==> src/rtl/ttt_event_tx.sv <==
// Event transmitter: queues one-cycle core events in a small FIFO and ships
// each as an 8-bit {kind,id} word over a 4-phase req/ack handshake.
module ttt_event_tx #(
  parameter int DEPTH       = 4,
  parameter int SYNC_STAGES = 2
) (
  input  logic                     clk,
  input  logic                     rst_n,
  input  logic                     ena,
  input  logic                     ev_valid,
  input  logic [1:0]               ev_kind,
  input  logic [5:0]               ev_id,
  output logic [7:0]               tx_data,
  output logic                     tx_req,
  input  logic                     tx_ack,
  output logic                     overflow,
  input  logic                     clr_overflow,
  output logic [$clog2(DEPTH):0]   level
);

  localparam int AW = $clog2(DEPTH);

  typedef enum logic [1:0] {IDLE, REQ, WAIT_LOW} state_e;

  logic [7:0]             mem_q [DEPTH];
  logic [AW-1:0]          wr_ptr_q, rd_ptr_q;
  logic [AW:0]            cnt_q, cnt_d;
  logic                   ovf_q, ovf_d;
  logic [SYNC_STAGES-1:0] sync_q;
  state_e                 state_q;
  logic [7:0]             tx_data_q;
  logic                   tx_req_q;
  logic                   ack_s, full, push, pop;

  assign ack_s = sync_q[SYNC_STAGES-1];
  // Fullness uses the pre-edge count, so a same-edge pop never rescues a push.
  assign full  = (cnt_q == (AW+1)'(DEPTH));
  assign push  = ev_valid & ~full;
  assign pop   = (state_q == IDLE) & ena & (cnt_q != '0) & ~ack_s;

  always_comb begin
    cnt_d = cnt_q + (AW+1)'(push) - (AW+1)'(pop);
    ovf_d = ovf_q;
    if (clr_overflow)   ovf_d = 1'b0;
    if (ev_valid & full) ovf_d = 1'b1;
  end

  always_ff @(posedge clk or negedge rst_n) begin
    if (!rst_n) sync_q <= '0;
    else        sync_q <= {sync_q[SYNC_STAGES-2:0], tx_ack};
  end

  always_ff @(posedge clk) begin
    if (push) mem_q[wr_ptr_q] <= {ev_kind, ev_id};
  end

  always_ff @(posedge clk or negedge rst_n) begin
    if (!rst_n) begin
      wr_ptr_q <= '0;
      rd_ptr_q <= '0;
      cnt_q    <= '0;
      ovf_q    <= 1'b0;
    end else begin
      if (push) wr_ptr_q <= wr_ptr_q + AW'(1);
      if (pop)  rd_ptr_q <= rd_ptr_q + AW'(1);
      cnt_q <= cnt_d;
      ovf_q <= ovf_d;
    end
  end

  always_ff @(posedge clk or negedge rst_n) begin
    if (!rst_n) begin
      state_q   <= IDLE;
      tx_req_q  <= 1'b0;
      tx_data_q <= 8'h00;
    end else begin
      case (state_q)
        IDLE: if (pop) begin
          tx_data_q <= mem_q[rd_ptr_q];
          tx_req_q  <= 1'b1;
          state_q   <= REQ;
        end
        REQ: if (ack_s) begin
          tx_req_q <= 1'b0;
          state_q  <= WAIT_LOW;
        end
        WAIT_LOW: if (!ack_s) state_q <= IDLE;
        default: begin
          tx_req_q <= 1'b0;
          state_q  <= IDLE;
        end
      endcase
    end
  end

  assign tx_data  = tx_data_q;
  assign tx_req   = tx_req_q;
  assign overflow = ovf_q;
  assign level    = cnt_q;

endmodule
==> config.mk <==
export PLATFORM = sky130hd
export DESIGN_NAME = ttt_event_tx
export DESIGN_NICKNAME = d
export VERILOG_FILES = /design/src/rtl/ttt_event_tx.sv
export SDC_FILE = /design/constraint.sdc
export NUM_CORES = 1
export LEC_CHECK = 0
export ABC_AREA = 1
export ABC_CLOCK_PERIOD_IN_PS = 2900
export CORE_MARGIN = 2
export CORE_UTILIZATION = 60
export CTS_BUF_LIST = sky130_fd_sc_hd__clkbuf_4
export CTS_CLUSTER_SIZE = 16
export DETAILED_ROUTE_END_ITERATION = 6
export MAX_ROUTING_LAYER = met4
export PLACE_DENSITY = 0.85
export RECOVER_POWER = 25
export SETUP_SLACK_MARGIN = 0.3
export SLEW_MARGIN = 10
export SYNTH_ARGS = -nofsm -noshare
export SYNTH_HDL_FRONTEND = slang
export SYNTH_SLANG_ARGS = --single-unit
==> constraint.sdc <==
create_clock -name clk -period 2.9 [get_ports clk]
set_input_delay 0.58 -clock clk [delete_from_list [all_inputs] [get_ports clk]]
set_output_delay 0.58 -clock clk [all_outputs]
set_load 0.01 [all_outputs]
==> summary.txt, run 1 <==
status: complete, no violations
chip height: 66.25 µm
synth cell count leaders: nand2_1, inv_1, edfxtp_1
pwr dens: 911.9 mW/mm²
dpl hpwl: 2552 µm
share of cells above drive strength 1: 7.663%
Yosys top cell area share: 41.33%
unrepaired setup endpoints after global routing: no
gr usage total: 20.21%
Die X: 66.25 µm
fill count: 273
first-pass GRT wire length: 6244 µm
critical hold path startpoint: sync_q[0]
initial DRC count: 71
top-count cell post-synth: nand2_1
Worst-Skew Late Latency: 0.37 ns
r2r worst-path depth: 8
critical path type: in2reg
worst r2r dst: level[2]
R2R setup slack: 0.95 ns
Initial Util: 63.03%
Adder-Cell Fraction of Synth Area: 4.090%
sequential share of the synthesized area: 63.94%
number of global-route vias before repair: 1,443
Via density: 4.822
Core ar.: 0.003689 mm²
hold depth: 0
xor-xnor portion of the synthesized cell area: 1.507%
CTS tree: built
Slew Limit Fails: 0
fmax: 495.0 MHz
Wirelength per Cell: 11.75 µm
TritonRoute pass-1 iters: 4
# clock sinks: 53
port buffer count: 26
Net count, final: 281
largest family of logic cells by synthesized area: simple AND/OR/NAND/NOR gates
syn_nets: 248
TritonCTS Buffers: 5
min Tclk post-route: 2.020 ns
Fin Setup TNS: 0 ns
Fin Hold WS: 0.3722 ns
area grow syn2layout: 16.95%
CTS max path bufs: 2
number of gates resized after CTS: 0
Synth area leaders: edfxtp_1, dfrtp_1, nand2_1
antenna diode count: 0
Hold Path End: sync_q[1]
Final Hold Vio Count: 0
async set-reset flop share out of synthesis: 39.62%
antenna violations before repair: 0
Core Rows: 22
post-synthesis mux area share: 0%
DRC Markers: 0
io pins: 27
synthesized cell area: 0.002325 mm²
H-tree lvl count: 2
EDFF count, synth: 32
Placer Congestion: 0.7982
Simple-Gate Fraction of Synth Area: 19.38%
main flop type after synthesis: edfxtp_1
YS warnings: 0
VDD IR-drop max: 431.0 µV
type of origin of the critical path: input port
Post CTS Setup Buffer Count: 0
Yosys cell types: 25
Worst slew margin: 27.36%
number of routed nets with antenna violations: 0
pin count of the biggest net entering global routing: 22
CP Max Fanout: 2
Final Cycle Share: 69.66%
clk_skew: 0.01371 ns
overall power: 2.479 mW
routed vias: 1,490
Critical Path RT: 3.16 ns
clock slew seen by the registers of the worst setup and hold paths: 0.14 ns
Final Routed Wirelength: 3632 µm
mean post-synth cell area: 10.24 µm²
element type at the critical path end: flop
Worst Max-Slew Pin Slew: 1.090 ns
Die Area: 0.004388 mm²
final setup fails: 0
total gr overflow: 0
Clock Tree Root: clkbuf_4
total of max-cap violations: 0
Yosys reg bits: 53
post-synthesis compound-gate area fraction: 1.023%
Pleak: 1.293 nW
worst hold path type: reg2reg
Reg2Reg Launch Point: level[1]
post-synth top area cell: edfxtp_1
CP Data Arrival Time: 2.28 ns
synthesized instance count: 227
Hold Buf Count CTS: 0
## worst max-delay path, cell delays in order
cell and delay [ns]:
clkdlybuf4s50_1 0.45, inv_1 0.06, nor2_4 0.09, nand2_1 0.07, nor2_2 0.13, ha_1 0.13
inv_1 0.04, ha_1 0.18, fa_1 0.38, xor2_1 0.17
## layout by cell type, fill, tap and decap left out, types with 2 or more instances in the layout
cell type	n
clkdlybuf4s50_1	22
nor2_1	4
nand2_1	75
dlygate4sd3_1	4
ha_1	6
nor2_4	2
buf_4	5
edfxtp_1	32
o21ai_0	2
dfrtp_1	21
clkbuf_4	6
inv_1	46
nand3_1	18
xor2_1	3
## registers in the layout (all words and copies together), names as in the netlist
signal and cells:
level 3, mem_q 32, overflow 1, rd_ptr_q 2, state_q 2, sync_q 2, tx_data 8, tx_req 1
wr_ptr_q 2
## layer usage
metal	GRT usage [%]	routed length [µm]
met1	25.29	1651
met3	5.111	156
met5	-	0
met4	8.163	61
met2	31.75	1763
## where the power goes
part	internal (mW)	switching, mW
Combinational	0.400	0.480
Sequential	1.02	0.165
Clock	0.193	0.220
Total	1.62	0.864
## final cells by class
type                            instances  area, µm²  area share (%)
Clock inverter                          2      38.79           1.427
Inverter                               48      182.7           6.719
Sequential cell                        53       1486           54.67
Multi-Input combinational cell        120      604.3           22.23
Clock buffer                            6      45.04           1.657
Timing Repair Buffer                   32      301.5           11.09
Tap cell                               48      60.06           2.209
## metrics by stage
step                      utilization, %  setup WS, ns  area [µm²]  instances
after floorplan                        -        0.8543        2325        227
after global placement             71.54        0.5250        2639        301
after detailed placement           71.54        0.4768        2639        301
after CTS                          73.81        0.8744        2723        309
after global routing               73.71        0.8171        2719        309
final                              73.71        0.8799        2719        309
## how the worst max path moves through the flow
stage,startpoint,endpoint,slack (ns)
after floorplan,ena,level[2],0.85
after CTS,ena,level[2],0.87
final,ena,level[2],0.88
after global placement,ev_valid,level[2],0.52
after global routing,level[1],level[2],0.82
after detailed placement,ena,level[2],0.48
## kinds of logic after synthesis
logic type      Yosys count
buf+inv                  54
xor+xnor                  4
flops                    53
simple gates            105
fa+ha+maj                 7
compound gates            4
No activity file was read; power rests on OpenSTA's default activity.
==> run 2: changes to the inputs <==
Settings changed: ABC_CLOCK_PERIOD_IN_PS 2900 to 1900, CORE_UTILIZATION 60 to 57, PLACE_DENSITY 0.85 to 0.81.
Clock period 2.9 ns to 1.9 ns, I/O delays scaled along.
==> run 2 against run 1 <==
Compared with the run above:
- setup slack got worse by 0.76 ns
- non-clock buffer count increased by 8
- cell area increased by 2.8%
- critical endpoint unchanged
- largest cell class unchanged
==> summary.txt, run 2 (synthesis results as in run 1) <==
status: complete, no violations
final setup fails: 0 (unchanged)
critical hold path startpoint: sync_q[0]
CP Max Fanout: 4 (+2)
pwr dens: 1339 mW/mm² (+47%)
share of cells above drive strength 1: 13.75% (+6.1 points)
first-pass GRT wire length: 6617 µm (+6.0%)
chip height: 67.86 µm (+2.4%)
max incr delay on CP: 0.47 ns (+0.02 ns)
min Tclk post-route: 1.776 ns
CTS tree: built
worst r2r dst: level[2]
pin count of the biggest net entering global routing: 22 (unchanged)
routed vias: 1,536 (+3.1%)
TritonCTS Buffers: 5 (unchanged)
Core Rows: 23 (+4.5%)
type of origin of the critical path: flop
critical path type: reg2reg
Critical Path RT: 2.18 ns (-0.98 ns)
element type at the critical path end: flop
Pleak: 1.345 nW (+4.0%)
Worst-Skew Late Latency: 0.38 ns (about the same)
worst path bufs/invs: 1 (-2)
Final Routed Wirelength: 4063 µm (+12%)
max FFs per register: 32 (unchanged)
r2r worst-path depth: 7 (-1)
clock slew seen by the registers of the worst setup and hold paths: 0.15 ns (about the same)
commonest non-fill, non-tap cell in the layout: nand2_1
DRC Markers: 0 (unchanged)
fmax: 562.9 MHz
antenna violations before repair: 0 (unchanged)
Final Core Density: 70.35% (-3.4 points)
R2R setup slack: 0.12 ns (-0.83 ns)
initial DRC count: 101 (+42%)
number of global-route vias before repair: 1,437 (-0.42%)
Fin Hold WS: 0.3718 ns (-0.0003750 ns)
overall power: 3.742 mW (+51%)
most frequent cells in the layout: nand2_1, inv_1, edfxtp_1, dfrtp_1, nand3_1
dpl hpwl: 2706 µm (+6.0%)
worst hold path type: reg2reg
Placer Congestion: 0.7269 (-8.9%)
Largest Register: mem_q
Hold Path End: sync_q[1]
Final Cycle Share: 93.49%
area taken by multi-input logic gates: 655.6 µm² (+8.5%)
unrepaired setup endpoints after global routing: yes
fill count: 295 (+8.1%)
area grow syn2layout: 20.18%
gr usage total: 20.95% (+0.74 points)
Clock Tree Root: clkbuf_4
Crit-path slowest cell: dfrtp_2
Worst Max-Slew Pin Slew: 1.190 ns (+0.1002 ns)
Die X: 67.86 µm (+2.4%)
clk_skew: 0.02287 ns (+0.009157 ns)
Crit path top cell by count: ha_4
io pins: 27 (unchanged)
Crit. path cell count: 7 (-3)
TritonRoute pass-1 iters: 4 (unchanged)
CP Data Arrival Time: 2.06 ns (-0.22 ns)
CTS max path bufs: 2 (unchanged)
Core ar.: 0.003971 mm² (+7.7%)
worst path cell trace: nor3_4 -> nor2_4 -> ha_4 -> inv_2 -> ha_4 -> fa_2 -> xor2_1
Worst slew margin: 20.68% (-6.7 points)
hold depth: 0 (unchanged)
Wirelength per Cell: 12.74 µm (+8.4%)
total of max-cap violations: 0 (unchanged)
VDD IR-drop max: 780.1 µV (+81%)
H-tree lvl count: 2 (unchanged)
Reg2Reg Launch Point: level[1]
CP top delay family: adder cells
number of routed nets with antenna violations: 0 (unchanged)
Slew Limit Fails: 0 (unchanged)
Hold Buf Count CTS: 0 (unchanged)
Die Area: 0.004605 mm² (+4.9%)
total gr overflow: 0 (unchanged)
port buffer count: 26 (unchanged)
Initial Util: 58.54% (-4.5 points)
# clock sinks: 53 (unchanged)
antenna diode count: 0 (unchanged)
storage element area: 0.001490 mm² (+0.25%)
Final Hold Vio Count: 0 (unchanged)
Via density: 4.815 (-0.14%)
Net count, final: 289 (+2.8%)
## run 2: area by class of cell
cell class / instances / share of cell area [%]
flip-flops and latches: 53 / 53.34
repair buffers: 40 / 12.36
clock inverters: 3 / 0.7165
clock buffers: 5 / 1.343
well taps: 50 / 2.239
inverters: 48 / 6.538
multi-input cells: 120 / 23.47
## run 2: power by group
part | internal (mW) | switching, mW
clock | 0.145 | 0.352
combinational | 0.627 | 0.842
sequential | 1.57 | 0.208
## run 2: worst max path at each step
stage / from / end / slack, ns
detailed placement: ena / level[1] / -0.29
global placement: ena / level[1] / -0.25
global route: level[1] / level[2] / 0.07
floorplan: level[2] / level[2] / 0.05
CTS: level[1] / level[2] / 0.14
finish: level[1] / level[2] / 0.12
## run 2: layer usage
metal	track usage [%]	part of all wire, %	vias to the layer above	wire length, µm
met2	35.91	54	43	2174
met3	5.592	7.3	13	295
met4	7.750	2.4	0	98
met1	23.68	37	701	1495
met5	-	0	-	0
li1	-	-	779	-
## run 2: per-stage QoR
stage / worst slack [ns] / instances / cell area (µm²) / setup TNS, ns
detailed placement: -0.2852 / 307 / 2708 / -0.5661
finish: 0.1236 / 319 / 2794 / 0
CTS: 0.1397 / 319 / 2798 / 0
global route: 0.06545 / 319 / 2794 / 0
global placement: -0.2537 / 307 / 2708 / -0.5049
floorplan: 0.04667 / 227 / 2361 / 0
## run 2: worst register-to-register path, cell delays in order, from the launching register on
cell,delay (ns)
dfrtp_2,0.47
nor3_4,0.23
nor2_4,0.06
ha_4,0.26
inv_2,0.04
ha_4,0.14
fa_2,0.33
xor2_1,0.14
## run 2: what timing repair did
| action | 4_1_cts | 5_1_grt |
|---|---|---|
| endpoints found under the setup margin | 15 | 2 |
| pin swaps | 3 | 0 |
| buffers inserted | 4 | 0 |
| hold endpoints to repair | 0 | 0 |
| resized for setup | 17 | 0 |
